`config.mk`:
```
export PLATFORM = sky130hd
export DESIGN_NAME = fp_multiplier_param
export DESIGN_NICKNAME = d
export VERILOG_FILES = /design/src/rtl/fp_multiplier_param.sv
export SDC_FILE = /design/constraint.sdc
export NUM_CORES = 2
export LEC_CHECK = 0
export BUFFER_PORTS_ARGS = -buffer_cell sky130_fd_sc_hd__buf_4
export CAP_MARGIN = 40
export CORE_ASPECT_RATIO = 1.2
export CORE_MARGIN = 3
export CORE_UTILIZATION = 30
export DETAILED_ROUTE_END_ITERATION = 6
export GPL_ROUTABILITY_DRIVEN = 1
export PLACE_DENSITY = 0.53
export SYNTH_ARGS = -nofsm -noshare
export SYNTH_HDL_FRONTEND = slang
export SYNTH_SLANG_ARGS = --single-unit
```
`constraint.sdc`:
```
create_clock -name clk -period 8.75 [get_ports clk]
set_input_delay 0.4375 -clock clk [delete_from_list [all_inputs] [get_ports clk]]
set_output_delay 0.4375 -clock clk [all_outputs]
set_load 0.01 [all_outputs]
```
`src/rtl/fp_multiplier_param.sv`:
```
// Parametrised IEEE-754 multiplier: multi-cycle FSM, one operation in flight, valid/ready on both sides.
// Define FPMUL_DAZ_EN to treat subnormal inputs as zero and flush tiny results to zero.
module fp_multiplier_param #(
    parameter int EXP_W = 8,
    parameter int MAN_W = 23
) (
    input  logic                   clk,
    input  logic                   reset_ni,
    input  logic [EXP_W+MAN_W:0]   a_value_i,
    input  logic [EXP_W+MAN_W:0]   b_value_i,
    input  logic [1:0]             rm_i,
    input  logic                   in_valid_i,
    output logic                   in_ready_o,
    output logic [EXP_W+MAN_W:0]   z_value_o,
    output logic [3:0]             flags_o,
    output logic                   out_valid_o,
    input  logic                   out_ready_i
);
    localparam int W  = EXP_W + MAN_W + 1;
    localparam int XW = EXP_W + 2;
    localparam int PW = 2 * MAN_W + 2;
    localparam logic signed [XW-1:0] ONE  = XW'(1);
    localparam logic signed [XW-1:0] BIAS = XW'((1 << (EXP_W - 1)) - 1);
    localparam logic signed [XW-1:0] EMIN = ONE - BIAS;
    localparam logic [W-1:0] QNAN = {1'b0, {EXP_W{1'b1}}, 1'b1, {(MAN_W-1){1'b0}}};

    typedef enum logic [3:0] {
        IDLE, UNPACK, SPECIAL, NORM_A, NORM_B, MULTIPLY,
        NORMALIZE, DENORM, ROUND, PACK, DONE
    } state_t;

    typedef struct packed {
        logic [W-1:0] a;
        logic [W-1:0] b;
        logic [1:0]   rm;
    } req_t;

    typedef struct packed {
        logic [MAN_W:0] m;
        logic           zero;
        logic           inf;
        logic           nan;
        logic           snan;
    } opnd_t;

    function automatic opnd_t unpack_op(input logic [W-1:0] v);
        opnd_t o;
        logic [EXP_W-1:0] ef;
        logic [MAN_W-1:0] ff;
        ef     = v[W-2:MAN_W];
        ff     = v[MAN_W-1:0];
        o.nan  = (&ef) && (|ff);
        o.snan = o.nan && !ff[MAN_W-1];
        o.inf  = (&ef) && !(|ff);
`ifdef FPMUL_DAZ_EN
        o.zero = ~|ef;
`else
        o.zero = (~|ef) && (~|ff);
`endif
        o.m    = {|ef, ff};
        return o;
    endfunction

    // Subnormals carry the minimum exponent; NORM_A/NORM_B fix up the hidden bit.
    function automatic logic signed [XW-1:0] unpack_exp(input logic [W-1:0] v);
        logic [EXP_W-1:0] ef;
        ef = v[W-2:MAN_W];
        return (|ef) ? $signed({2'b00, ef}) - BIAS : EMIN;
    endfunction

    state_t state, state_d;
    logic   in_ready_d, out_valid_d;

    req_t                  req_q;
    opnd_t                 op_a, op_b;
    logic signed [XW-1:0]  ea_q, eb_q, exp_q;
    logic                  sign_q;
    logic [PW-1:0]         prod_q;
    logic [MAN_W:0]        mant_q;
    logic                  grd_q, rnd_q, stk_q, tiny_q, nx_q;
    logic                  spec_q, spec_nv;
    logic [W-1:0]          spec_z;

    logic                  is_special, spec_nv_d;
    logic [W-1:0]          spec_z_d;
    logic [PW-1:0]         pn;
    logic signed [XW-1:0]  e_norm;
    logic                  inc_d;
    logic [MAN_W+1:0]      sum;
    logic                  ovf, ovf_inf;
    logic [EXP_W-1:0]      efield;
    logic [W-1:0]          z_d;
    logic [3:0]            flags_d;

    always_ff @(posedge clk) begin
        if (!reset_ni) state <= IDLE;
        else           state <= state_d;
    end

    always_comb begin
        state_d = state;
        case (state)
            IDLE:      if (in_valid_i && in_ready_o) state_d = UNPACK;
            UNPACK:    state_d = SPECIAL;
            SPECIAL:   state_d = is_special ? PACK : NORM_A;
`ifdef FPMUL_DAZ_EN
            NORM_A:    state_d = NORM_B;
            NORM_B:    state_d = MULTIPLY;
`else
            NORM_A:    if (op_a.m[MAN_W]) state_d = NORM_B;
            NORM_B:    if (op_b.m[MAN_W]) state_d = MULTIPLY;
`endif
            MULTIPLY:  state_d = NORMALIZE;
            NORMALIZE: state_d = DENORM;
`ifdef FPMUL_DAZ_EN
            DENORM:    state_d = ROUND;
`else
            DENORM:    if (!(exp_q < EMIN)) state_d = ROUND;
`endif
            ROUND:     state_d = PACK;
            PACK:      state_d = DONE;
            DONE:      if (out_valid_o && out_ready_i) state_d = IDLE;
            default:   state_d = IDLE;
        endcase
    end

    // out_valid rises one cycle after DONE is entered and falls on the transfer edge.
    always_comb begin
        in_ready_d  = (state_d == IDLE);
        out_valid_d = (state == DONE) && (state_d == DONE);
    end

    always_comb begin
        is_special = op_a.nan | op_b.nan | op_a.inf | op_b.inf | op_a.zero | op_b.zero;
        spec_nv_d  = 1'b0;
        spec_z_d   = {sign_q, {(W-1){1'b0}}};
        if (op_a.nan | op_b.nan) begin
            spec_z_d  = QNAN;
            spec_nv_d = op_a.snan | op_b.snan;
        end else if ((op_a.inf & op_b.zero) | (op_a.zero & op_b.inf)) begin
            spec_z_d  = QNAN;
            spec_nv_d = 1'b1;
        end else if (op_a.inf | op_b.inf) begin
            spec_z_d  = {sign_q, {EXP_W{1'b1}}, {MAN_W{1'b0}}};
        end
    end

    always_comb begin
        pn     = prod_q[PW-1] ? prod_q : {prod_q[PW-2:0], 1'b0};
        e_norm = prod_q[PW-1] ? exp_q + ONE : exp_q;
    end

    always_comb begin
        case (req_q.rm)
            2'b00:   inc_d = grd_q & (rnd_q | stk_q | mant_q[0]);
            2'b01:   inc_d = 1'b0;
            2'b10:   inc_d = sign_q & (grd_q | rnd_q | stk_q);
            default: inc_d = ~sign_q & (grd_q | rnd_q | stk_q);
        endcase
        sum = {1'b0, mant_q} + {{(MAN_W+1){1'b0}}, inc_d};
    end

    always_comb begin
        ovf     = exp_q > BIAS;
        ovf_inf = (req_q.rm == 2'b00) | ((req_q.rm == 2'b11) & ~sign_q) |
                  ((req_q.rm == 2'b10) & sign_q);
        // Hidden bit clear means subnormal or zero; a carry into it packs as the minimum normal.
        efield  = mant_q[MAN_W] ? EXP_W'(exp_q + BIAS) : '0;
        z_d     = {sign_q, efield, mant_q[MAN_W-1:0]};
        flags_d = {2'b00, tiny_q & nx_q, nx_q};
        if (spec_q) begin
            z_d     = spec_z;
            flags_d = {spec_nv, 3'b000};
        end
`ifdef FPMUL_DAZ_EN
        else if (tiny_q) begin
            z_d     = {sign_q, {(W-1){1'b0}}};
            flags_d = 4'b0011;
        end
`endif
        else if (ovf) begin
            z_d     = ovf_inf ? {sign_q, {EXP_W{1'b1}}, {MAN_W{1'b0}}}
                              : {sign_q, {(EXP_W-1){1'b1}}, 1'b0, {MAN_W{1'b1}}};
            flags_d = 4'b0101;
        end
    end

    always_ff @(posedge clk) begin
        if (!reset_ni) begin
            in_ready_o  <= 1'b0;
            out_valid_o <= 1'b0;
            z_value_o   <= '0;
            flags_o     <= '0;
            req_q       <= '0;
            op_a        <= '0;
            op_b        <= '0;
            ea_q        <= '0;
            eb_q        <= '0;
            exp_q       <= '0;
            sign_q      <= 1'b0;
            prod_q      <= '0;
            mant_q      <= '0;
            grd_q       <= 1'b0;
            rnd_q       <= 1'b0;
            stk_q       <= 1'b0;
            tiny_q      <= 1'b0;
            nx_q        <= 1'b0;
            spec_q      <= 1'b0;
            spec_nv     <= 1'b0;
            spec_z      <= '0;
        end else begin
            in_ready_o  <= in_ready_d;
            out_valid_o <= out_valid_d;
            case (state)
                IDLE: if (in_valid_i && in_ready_o) begin
                    req_q.a  <= a_value_i;
                    req_q.b  <= b_value_i;
                    req_q.rm <= rm_i;
                end
                UNPACK: begin
                    op_a   <= unpack_op(req_q.a);
                    op_b   <= unpack_op(req_q.b);
                    ea_q   <= unpack_exp(req_q.a);
                    eb_q   <= unpack_exp(req_q.b);
                    sign_q <= req_q.a[W-1] ^ req_q.b[W-1];
                    spec_q <= 1'b0;
                end
                SPECIAL: begin
                    spec_q  <= is_special;
                    spec_z  <= spec_z_d;
                    spec_nv <= spec_nv_d;
                end
`ifndef FPMUL_DAZ_EN
                NORM_A: if (!op_a.m[MAN_W]) begin
                    op_a.m <= op_a.m << 1;
                    ea_q   <= ea_q - ONE;
                end
                NORM_B: if (!op_b.m[MAN_W]) begin
                    op_b.m <= op_b.m << 1;
                    eb_q   <= eb_q - ONE;
                end
`endif
                MULTIPLY: begin
                    prod_q <= PW'(op_a.m) * PW'(op_b.m);
                    exp_q  <= ea_q + eb_q;
                end
                NORMALIZE: begin
                    exp_q  <= e_norm;
                    mant_q <= pn[PW-1:MAN_W+1];
                    grd_q  <= pn[MAN_W];
                    rnd_q  <= pn[MAN_W-1];
                    stk_q  <= |pn[MAN_W-2:0];
                    tiny_q <= e_norm < EMIN;
                end
`ifndef FPMUL_DAZ_EN
                DENORM: if (exp_q < EMIN) begin
                    mant_q <= mant_q >> 1;
                    grd_q  <= mant_q[0];
                    rnd_q  <= grd_q;
                    stk_q  <= stk_q | rnd_q;
                    exp_q  <= exp_q + ONE;
                end
`endif
                ROUND: begin
                    nx_q <= grd_q | rnd_q | stk_q;
                    if (sum[MAN_W+1]) begin
                        mant_q <= sum[MAN_W+1:1];
                        exp_q  <= exp_q + ONE;
                    end else begin
                        mant_q <= sum[MAN_W:0];
                    end
                end
                PACK: begin
                    z_value_o <= z_d;
                    flags_o   <= flags_d;
                end
                default: ;
            endcase
        end
    end
endmodule

```
==> flow_summary.ini <==
[setup_path]
worstPathMaxFanout = 19
cpMostUsedCell = fa_1
start_kind = register
slowest_stage = dfxtp_1
critPathKind = reg -> reg
arrival_ns = 7.93
required_ns = 9.21
endpoint_kind = register
path_cells = buf_4 > and2_1 > fa_1 > fa_1 > inv_1 > fa_1 > fa_1 > inv_1 > fa_1 > fa_1 > inv_1 > fa_1 > inv_1 > ha_1 > a21oi_1 > a211oi_1 > o21bai_2 > or4_4 > o21ai_4 > o21ai_2 > a41oi_2 > xor2_1 > o21ai_1
slowest_delay_ns = 0.95

[global_routing]
track_usage_pct = 17.98
grt_pass1_vias = 27060
grt_overflow = 0
grt_max_degree = 164
grt_antenna_before_repair = 0
grt_pass1_wl_um = 155800

[timing]
layout_setup_ws_ns = 1.280
relSlewSlack_pct = 35.44
min_period_ns = 7.470
max_freq_mhz = 133.9
tns_ns = 0
finalSetupViolCount = 0
slew_viol_final = 0
skew_ns = 0.01394
post-route-period-util_pct = 85.37
worstMarginPinSlew_ns = 0.9670
rsz0062_at_grt = no
hold_viol_final = 0

[floorplanning]
dieArea_um2 = 109900
die_width_um = 303.1
coreArea_um2 = 104900
io_pins = 108
start_util_pct = 30.29
die_h_um = 362.5
rows = 130

[finish]
layout_common_cells = 661 x nand2_1, 573 x inv_1, 483 x fa_1, 297 x a21oi_1, 296 x and2_1
final_nets = 4560
instances_no_fill = 5219
final_util_pct = 33.50
fill_cells = 11140
drive_gt1_share_pct = 7.096
insertedDiodeCount = 0
final_cell_area_um2 = 35140
layout_commonest_cell = nand2_1
syn_to_final_growth_pct = 10.60

[detailed_routing]
drtAntennaViolNets = 0
dr.pass1.iters = 5
routed-wl-met3_um = 3575
first_iter_violations = 1420
viasPerCell = 4.970
vias = 25940
highest_layer = met4
route.detailed.drc = 0
wire_per_inst_um = 18.96
route.met2.wl_um = 52010
wl_met1_um = 39550
wirelength_um = 98970

[synthesis]
syn_avg_cell_area_um2 = 8.281
synth_seq_cells = 277
yosys_warnings = 0
syn_nets = 4584
synthArstFlopShare_pct = 0
synth_top_area_share_pct = 30.43
netlist-cell-type-count = 75
synth_top_area_cell = fa_1
synth_seq_area_share_pct = 17.45
synthCells = 3837
syn-cell-area_um2 = 31780
synthFlopType = dfxtp_1
synth_area_leaders = fa_1 30%, dfxtp_1 17%, nand2_1 7.8%
synth_edf_count = 0

[place]
port_buffers = 107
dp_hpwl_um = 77070
placed_area_um2 = 34140
dp.cells = 5167
gp_congestion = 0.8817
pre_cts_ws_ns = 1.337

[job]
maxCapViolCount = 0

[clock_tree]
clock_latency_ns = 0.60
clk_path_buf_depth = 3
postCtsSetupBuffers = 0
cts_hold_buf = 0
htreeDepth = 1
clk_pin_slew_ns = 0.06
cts-root-buf = clkbuf_16
numCtsBuffers = 30
cts_sinks = 277
cts_tree = done
cts-resized-gates = 0

[pwr]
p_leak_nw = 15.65
vdd_ir_drop_max_mv = 0.1657
power_density_nw_per_um2 = 101.5

[outcome]
outcome = completed

[hold_path]
hold_path.class = in -> reg
-- Yosys cell counts, types with 46 or more instances --
cell / number
fa_1: 483
nand2_1: 661
o21ai_0: 122
xnor2_1: 46
and2_1: 296
clkbuf_1: 200
a22oi_1: 53
ha_1: 194
a21oi_1: 297
inv_1: 573
nor2_1: 147
dfxtp_1: 277
-- state kept, by name, indices dropped and copies added, names as in the netlist, 3 cells and up --
| register | flops |
|---|---|
| eb_q | 10 |
| op_b | 28 |
| prod_q | 48 |
| exp_q | 10 |
| mant_q | 24 |
| ea_q | 10 |
| flags_o | 4 |
| state | 4 |
| z_value_o | 32 |
| op_a | 28 |
| req_q | 66 |
| spec_z | 3 |
-- worst paths after layout --
check | end | slack, ns | depth (start not counted) | startpoint
worst min register to register | z_value_o[16]$_SDFFE_PN0N_ | 0.45 | 2 | z_value_o[16]$_SDFFE_PN0N_
worst min-delay path | req_q[24]$_SDFFE_PN0P_ | 0.08 | 3 | b_value_i[22]
worst max-delay path | prod_q[45]$_SDFFE_PN0P_ | 1.28 | 23 | op_a[15]$_SDFFE_PN0P_
worst max register to register | prod_q[45]$_SDFFE_PN0P_ | 1.28 | 23 | op_a[15]$_SDFFE_PN0P_
-- through the flow --
step	power (mW)	hold slack (ns)
after floorplan	1.955	0.4264
after CTS	3.604	0.05331
after detailed placement	2.271	0.4450
after global routing	3.733	0.07429
final	3.567	0.07960
after global placement	2.256	0.4400
-- area by class of cell --
type / instances / area, um2 / share of cell area, %
repair buffers: 176 / 1506 / 4.287
inverters: 575 / 2163 / 6.156
clock inverters: 11 / 116.4 / 0.3311
well taps: 1386 / 1734 / 4.935
flip-flops and latches: 277 / 5553 / 15.80
clock buffers: 41 / 883.3 / 2.514
multi-input cells: 2753 / 23190 / 65.98
-- worst max-delay path, delay by kind of cell (launching register included) --
| kind | cells | cell delay (ns) |
|---|---|---|
| fa+ha+maj | 8 | 3.83 |
| buf+inv | 5 | 0.49 |
| simple gates | 2 | 0.68 |
| xor+xnor | 1 | 0.17 |
| compound gates | 7 | 1.21 |
| flops | 1 | 0.95 |
-- cells by family after synthesis --
kind of cell	synth area share (%)
simple gates	19.18
buf+inv	9.624
fa+ha+maj	38.07
compound gates	12.61
flops	17.45
xor+xnor	2.122
mux	0.9411
-- metal layers --
layer  GRT usage, %  vias up
met5              0        -
met4          6.290        0
met3          1.626      168
met2          33.15      546
met1          21.64    13140
li1               -    12080
-- power breakdown --
| group | switching (mW) | internal [mW] |
|---|---|---|
| Clock | 0.566 | 0.758 |
| Sequential | 0.154 | 1.35 |
| Combinational | 0.495 | 0.245 |
Power figures use the tool's default switching activity.
